**src/rtl/muldiv_unit.sv**
```systemverilog
// Iterative RV32M multiply/divide unit. Radix-2 shift-add multiply and
// restoring shift-subtract divide on operand magnitudes, one step per clock,
// with a one-cycle writeback pulse that drives the register file write port.
module muldiv_unit #(
  parameter int unsigned XLEN = 32,
  parameter int unsigned ITER = 32
) (
  input  logic            clk,
  input  logic            resetn,
  input  logic            start,
  input  logic [2:0]      funct3,
  input  logic [XLEN-1:0] rs1_val,
  input  logic [XLEN-1:0] rs2_val,
  input  logic [4:0]      rd_in,
  output logic            busy,
  output logic            done,
  output logic            wb_en,
  output logic [4:0]      rd_out,
  output logic [XLEN-1:0] result
);

  localparam int unsigned CW = $clog2(ITER);
  localparam logic [XLEN-1:0] MinInt = {1'b1, {(XLEN-1){1'b0}}};

  typedef enum logic [1:0] {StIdle, StCalc, StDone} state_e;

  state_e            state_q;
  logic [2:0]        op_q;
  logic [4:0]        rd_q;
  logic              neg_q;   // final result must be negated
  logic              byp_q;   // special-case result parked in acc_q low half
  logic [CW-1:0]     cnt_q;
  logic [XLEN-1:0]   opb_q;   // multiplicand for mul, divisor magnitude for div
  logic [2*XLEN-1:0] acc_q;   // mul: {partial, multiplier}; div: {remainder, dividend/quotient}

  // Request decode: operand signedness, magnitudes and special cases.
  logic            is_div, a_signed, b_signed, sa, sb;
  logic            div_zero, div_ovf, bypass, neg_in;
  logic [XLEN-1:0] a_mag, b_mag, byp_res;

  // Decode the incoming request and precompute bypass results.
  always_comb begin
    is_div   = funct3[2];
    a_signed = is_div ? ~funct3[0] : ((funct3 == 3'b001) || (funct3 == 3'b010));
    b_signed = is_div ? ~funct3[0] : (funct3 == 3'b001);
    sa       = a_signed & rs1_val[XLEN-1];
    sb       = b_signed & rs2_val[XLEN-1];
    a_mag    = sa ? -rs1_val : rs1_val;
    b_mag    = sb ? -rs2_val : rs2_val;
    div_zero = is_div && (rs2_val == '0);
    div_ovf  = is_div && !funct3[0] && (rs1_val == MinInt) && (rs2_val == '1);
    bypass   = div_zero | div_ovf;
    // Remainder takes the dividend's sign; everything else the XOR of both.
    neg_in   = (is_div && funct3[1]) ? sa : (sa ^ sb);
    if (div_zero) begin
      byp_res = funct3[1] ? rs1_val : '1;
    end else begin
      byp_res = funct3[1] ? '0 : MinInt;
    end
  end

  // One radix-2 step and final sign fix-up.
  logic [XLEN:0]     mul_sum, div_shift;
  logic [XLEN-1:0]   div_sub, quo, rem, calc_res, final_res;
  logic              div_ge;
  logic [2*XLEN-1:0] acc_next, prod;

  // Compute the next accumulator value and the result it would produce.
  always_comb begin
    mul_sum   = {1'b0, acc_q[2*XLEN-1:XLEN]} + (acc_q[0] ? {1'b0, opb_q} : '0);
    div_shift = {acc_q[2*XLEN-1:XLEN], acc_q[XLEN-1]};
    div_ge    = div_shift >= {1'b0, opb_q};
    // When div_ge holds the difference is below the divisor, so XLEN bits suffice.
    div_sub   = div_shift[XLEN-1:0] - opb_q;
    if (op_q[2]) begin
      acc_next = {(div_ge ? div_sub : div_shift[XLEN-1:0]), acc_q[XLEN-2:0], div_ge};
    end else begin
      acc_next = {mul_sum, acc_q[XLEN-1:1]};
    end
    prod = neg_q ? -acc_next : acc_next;
    quo  = neg_q ? -acc_next[XLEN-1:0] : acc_next[XLEN-1:0];
    rem  = neg_q ? -acc_next[2*XLEN-1:XLEN] : acc_next[2*XLEN-1:XLEN];
    case (op_q)
      3'b000:                   calc_res = prod[XLEN-1:0];
      3'b001, 3'b010, 3'b011:   calc_res = prod[2*XLEN-1:XLEN];
      3'b100, 3'b101:           calc_res = quo;
      default:                  calc_res = rem;
    endcase
    final_res = byp_q ? acc_q[XLEN-1:0] : calc_res;
  end

  // Control FSM with registered outputs and datapath state.
  always_ff @(posedge clk or negedge resetn) begin
    if (!resetn) begin
      state_q <= StIdle;
      op_q    <= '0;
      rd_q    <= '0;
      neg_q   <= 1'b0;
      byp_q   <= 1'b0;
      cnt_q   <= '0;
      opb_q   <= '0;
      acc_q   <= '0;
      busy    <= 1'b0;
      done    <= 1'b0;
      wb_en   <= 1'b0;
      rd_out  <= '0;
      result  <= '0;
    end else begin
      done  <= 1'b0;
      wb_en <= 1'b0;
      unique case (state_q)
        StIdle, StDone: begin
          if (start) begin
            state_q <= StCalc;
            op_q    <= funct3;
            rd_q    <= rd_in;
            neg_q   <= neg_in;
            opb_q   <= b_mag;
            byp_q   <= bypass;
            if (bypass) begin
              // Single pass through CALC with counter 0; busy stays low.
              cnt_q <= '0;
              acc_q <= {{XLEN{1'b0}}, byp_res};
              busy  <= 1'b0;
            end else begin
              cnt_q <= CW'(ITER - 1);
              acc_q <= {{XLEN{1'b0}}, a_mag};
              busy  <= 1'b1;
            end
          end else begin
            state_q <= StIdle;
            busy    <= 1'b0;
          end
        end
        StCalc: begin
          if (!byp_q) begin
            acc_q <= acc_next;
          end
          if (cnt_q == '0) begin
            state_q <= StDone;
            busy    <= 1'b0;
            done    <= 1'b1;
            wb_en   <= (rd_q != 5'd0);
            rd_out  <= rd_q;
            result  <= final_res;
          end else begin
            cnt_q <= cnt_q - 1'b1;
          end
        end
        default: begin
          state_q <= StIdle;
          busy    <= 1'b0;
        end
      endcase
    end
  end

endmodule

```
**config.mk**
```make
export PLATFORM = sky130hd
export DESIGN_NAME = muldiv_unit
export DESIGN_NICKNAME = d
export VERILOG_FILES = /design/src/rtl/muldiv_unit.sv
export SDC_FILE = /design/constraint.sdc
export NUM_CORES = 1
export LEC_CHECK = 0
export CAP_MARGIN = 20
export CORE_ASPECT_RATIO = 0.8
export CORE_MARGIN = 1
export CORE_UTILIZATION = 37
export DETAILED_ROUTE_END_ITERATION = 7
export SYNTH_ARGS = -nofsm -noshare
export SYNTH_HDL_FRONTEND = slang
export SYNTH_SLANG_ARGS = --single-unit
```
**constraint.sdc**
```tcl
create_clock -name clk -period 4.5 [get_ports clk]
set_input_delay 0.675 -clock clk [delete_from_list [all_inputs] [get_ports clk]]
set_output_delay 0.675 -clock clk [all_outputs]
set_load 0.01 [all_outputs]
```
### Yosys cells after proc, flatten, opt, wreduce, memory -nomap -nowiden

Index checks and enable logic that the tools add are counted.

* add/subtract/negate cells: 8
* $lt $le $gt $ge: 1
* equality and inequality tests: 15
* muxes and demuxes: 35
* bitwise logic cells: 5
* reductions and logical operators: 20

Operators with widths (count)
* 32-bit 2-to-1 mux: 11
* 64-bit 2-to-1 mux: 4
* 32-bit negator: 4
* 64-bit case mux with 2 select lines: 1
* 32-bit case mux with 3 select lines: 1
* 32-bit == test (second input constant): 2
* 64-bit negator: 1
* 32-bit by 32-bit adder with 33-bit output: 1
* 33-bit by 32-bit >= comparator with 1-bit output: 1
* 32-bit logical NOT: 1
* 32-bit subtractor: 1
* 5-bit 2-to-1 mux: 3
* 1-bit 2-to-1 mux: 11
* 5-bit case mux with 2 select lines: 1
* 3-bit by 2-bit == test with 1-bit output (second input constant): 3
* 2-bit != test (second input constant): 4
* 3-bit by 1-bit == test with 1-bit output (second input constant): 2
* 3-bit == test (second input constant): 2
* 3-bit AND reduction: 2
* 1-bit logical AND: 5
* 5-bit logical NOT: 1
* 5-bit nonzero test: 1
* 5-bit by 1-bit subtractor with 5-bit output (second input constant): 1
* 2-bit case mux with 2 select lines: 1
* other kinds (16): 19

* register bits after elaboration: 153
* output and inout port bits: 40
* logic and storage cells: 97

### Depth between registers and ports, before layout

* depth in word-level cells: 8
* mapped depth: 25

### Worst setup path after synthesis

Ideal clock, no wire load.

* path type: flip-flop to flip-flop
* from: register op_q[2]
* to: register result[26]
* library setup time: 133 ps
* data arrival time: 4806 ps
* required time: 4367 ps
* slack: -440 ps
* cell stages (with the launch flop): 18
* buffers on the path: 7
* period minus slack after synthesis: 4940 ps
* cell sequence: dfrtp_1 buf_1 buf_2 buf_1 buf_2 buf_1 buf_1 mux2i_1 ha_1 o2111ai_1 or2_2 nor4_2 nand3_1 buf_1 o31ai_2 xnor2_1 a2111oi_0 nor2_1

* cells in the longest elaborated chain, start to end: 5
* elaborated cells between the ends (all ways): 17

RTL lines
* start: declaration: line 28 `logic [2:0] op_q;`
* start signal: assignment: line 115 `op_q <= funct3;`
* 64-bit 2-to-1 mux: line 75 `if (op_q[2]) begin`
* 64-bit negator, or another cell as far along: line 80 `prod = neg_q ? -acc_next : acc_next;`
* 64-bit 2-to-1 mux, or another cell as far along: line 80
* 32-bit case mux with 3 select lines *: line 83 `case (op_q)`
* 32-bit 2-to-1 mux *: line 89 `final_res = byp_q ? acc_q[XLEN-1:0] : calc_res;`
* end signal: assignment: line 145 `result <= final_res;`
* end: declaration: line 19 `output logic [XLEN-1:0] result`

Mark *: on every way between the ends. The rest lies on a longest branch, timed or not.
A chain may end at the register's enable or synchronous reset.

### Final worst setup path

* from: register opb_q[0]
* to: register result[27]

* cells in the longest elaborated chain, start to end: 7
* elaborated cells between the ends (all ways): 14

RTL lines
* start: declaration: line 33 `logic [XLEN-1:0] opb_q;`
* start signal: assignment: line 118 `opb_q <= b_mag;`
* 32-bit 2-to-1 mux, or another cell as far along: line 70 `mul_sum = {1'b0, acc_q[2*XLEN-1:XLEN]} + (acc_q[0] ? {1'b0, opb_q} : '0);`
* 32-bit by 32-bit adder with 33-bit output / 32-bit 2-to-1 mux (equally long branches): line 70, 76
* 64-bit 2-to-1 mux *: line 75
* 64-bit negator / 32-bit negator (equally long branches): line 80, 82
* 64-bit 2-to-1 mux / 32-bit 2-to-1 mux (equally long branches): line 80, 82
* 32-bit case mux with 3 select lines *: line 83
* 32-bit 2-to-1 mux *: line 89

Marks and branches as above.

==> metrics <==
outcome=finished, violations left; failing checks=negative setup slack; post-synthesis mux area share=0.0418; H-Tree Depth=4; r2r setup slk=-70 ps; HPWL Detailed=between 50000 and 60000 µm; Syn Inst Count=about 2200; Critical Path Stages=21; Fillers=4216; Synthesis Warnings=0; r2r endpoint=result[27]; top cells by area, synth=dfrtp_1 (24%), o21ai_0 (6.6%), a21oi_1 (6.6%); Syn Std Cell Area=roughly 16000 µm²; First-pass DRT Iterations=5; share of cells above drive strength 1=0.227; global-route wire length before repair=about 110000 µm; Avg Cell Area, Syn=roughly 7.4 µm²; Core Area=roughly 43000 µm²; xor and xnor area share after synthesis=0.0768; Setup CP Type=reg -> reg; Initial Util=0.375; CP top delay family=compound AO/OA/AOI/OAI gates; final hold vios=0; min cycle time layout=4570 ps; DR WL/cell=around 23 µm; Slowest Stage Delay on Critical Path=~370 ps; hold crit path type=in -> async; Crit. End Element=register; Worst Setup Slack, final=-65.0 ps; GP Congestion=between 1 and 1.5; vias in the first global route=approximately 18000; Total Wirelength=roughly 71000 µm; Port Buffers=roughly 110; Slowest-stage cell, CP=dfrtp_1; vias per inst=about 6.0; Worst Setup EP=result[27]; worst path arrival time=~5000 ps; commonest non-fill, non-tap cell in the layout=buf_4; initial antenna violation count=4; via count=roughly 19000; clock tree buffer depth=2; number of enable flip-flop cells after synthesis=0; most used cell, CP=buf_6; Yosys top cell by area=dfrtp_1; CTS buffer count=17; Synth-to-Final Area Change=33.9%; Rows=a little under 70; setup TNS=-65.0 ps; Worst EP required=between 4000 and 5000 ps; main flop type after synthesis=dfrtp_1; Post-Synth Adder-Cell Area=0.0573; initial drt markers=approximately 1700; Final nets=roughly 2700; crit share post-route=1.01; Worst Path Buf+Inv=5; Root Buffer=clkbuf_16; largest family of logic cells by synthesized area=compound AO/OA/AOI/OAI gates; Die X=236 µm; Critical Path Start=opb_q[0]; Synth Area in Compound Gates=0.295; Reg-to-Reg Start=opb_q[0]; GRT Total Usage=0.314; FF-to-FF path depth=21; asr flop ratio synth=1.00; die height=around 190 µm; diode count=0; Final Max Tran Viols=0; I/O pin count=around 120; Slew @ Worst Pin=roughly 1100 ps; Post-route DRC=0; clk sinks=~150; worst-path fanout max=6; fmax=~0.22 GHz; RSZ-0062 raised after global routing=yes; CP cell instances=buf_6, and2_4, ha_4, inv_2, fa_2, nand2b_4, a21o_1, buf_6, a211o_4, a211o_1, o211ai_1, buf_4, a2111oi_4, a211oi_4, and4bb_2, buf_6, nand4_4, nor3_2, mux2i_1, a22oi_1, a221o_1; largest net degree at the start of global routing=about 100; Slew headroom=0.246; die area=around 45000 µm²; MaxCap Viol Count=0; clk_lat worst skew=about 480 ps; number of synthesized register bits=153; CTS tree=done; final worst clock skew=around 15 ps; area share of the largest cell type after synthesis=0.236; Final Instance Area=21700 µm²; GRT overflow=0; # setup viols final=1; synth unique cells=102; cts hold-fix bufs=0; Synth Area in Simple Gates=0.241; Worst setup SP type=register; Final ANT Viol Nets=0; Syn Nets=2345; most frequent cells in the layout=buf_4 (365), nand2_1 (272), o21ai_0 (206), a21oi_1 (205), nor2_1 (172); placed inst area=roughly 20000 µm²; sequential share of the synthesized area=0.236; CTS clk-pin slew, worst paths=70 ps
[kinds of logic (layout without fill, tap and decap cells)]
kind of cell / Yosys count / count (layout)
flops: 153 / 153
buf+inv: 210 / 595
mux: 65 / 65
simple gates: 809 / 809
xor+xnor: 142 / 142
fa+ha+maj: 73 / 73
compound gates: 745 / 745
[stage by stage]
step / setup WS (ps) / utilization / std cells / hold WS (ps)
2_1_floorplan: 44.5 / - / 2197 / 379
3_3_place_gp: -137 / 0.469 / 3089 / 461
3_5_place_dp: -185 / 0.469 / 3090 / 463
4_1_cts: 2.72 / 0.487 / 3123 / 223
5_1_grt: -224 / 0.503 / 3142 / 258
6_report: -65.0 / 0.503 / 3142 / 222
[how the worst min path moves through the flow]
stage,startpoint,to,cells past startpoint
2_1_floorplan,resetn,acc_q[0],0
3_3_place_gp,rd_out[4],rd_out[4],2
3_5_place_dp,rd_out[2],rd_out[2],2
4_1_cts,resetn,result[9],1
5_1_grt,resetn,result[9],1
6_report,resetn,result[11],1
[registers in the layout (all words and copies together), names as in the netlist]
signal	count
rd_out	5
rd_q	5
neg_q	1
cnt_q	5
op_q	3
acc_q	64
done	1
state_q	2
result	32
byp_q	1
wb_en	1
opb_q	32
busy	1
[layout make-up]
cell class	count	area (µm²)	share of cell area
Sequential cell	153	3840	0.177
Clock buffer	18	439	0.0202
Clock inverter	14	184	0.00848
Inverter	68	255	0.0118
Timing Repair Buffer	495	4100	0.189
Multi-Input combinational cell	1834	12200	0.561
Tap cell	560	701	0.0323
[cell usage after synthesis, drive strengths merged (44+ instances only)]
library cell  number
ha                71
mux2i             44
nor3              65
o21ai            234
buf               44
inv               67
clkbuf            98
xor2              61
nand3             66
dfrtp            153
nand2            278
nor2             177
xnor2             81
a21oi            215
[timing repair]
| action | CTS | global route |
|---|---|---|
| cloned | 0 | 1 |
| setup endpoints to repair | 18 | 26 |
| pin swaps | 7 | 44 |
| buffers inserted | 1 | 17 |
| hold endpoints to repair | 0 | 0 |
| resized for setup | 27 | 115 |
[layer usage]
metal  GRT usage  share of wire  vias up
li1            -              -     8808
met5           0        0.00018        -
met4      0.0900          0.027        2
met1       0.445           0.46     9072
met3      0.0962           0.10      118
met2       0.455           0.42      795
[worst reg2reg max path, cell delays in order, from the launching register on]
cell and delay (ps):
dfrtp_1 370, buf_6 100, and2_4 140, ha_4 130
inv_2 40, fa_2 340, nand2b_4 150, a21o_1 180
buf_6 130, a211o_4 360, a211o_1 280, o211ai_1 170
buf_4 200, a2111oi_4 40, a211oi_4 330, and4bb_2 330
buf_6 110, nand4_4 140, nor3_2 250, mux2i_1 230
a22oi_1 120, a221o_1 310
Power is left out: the tool's default activity adds up to more than one toggle a clock period on the data nets, which glitch-free logic cannot reach.
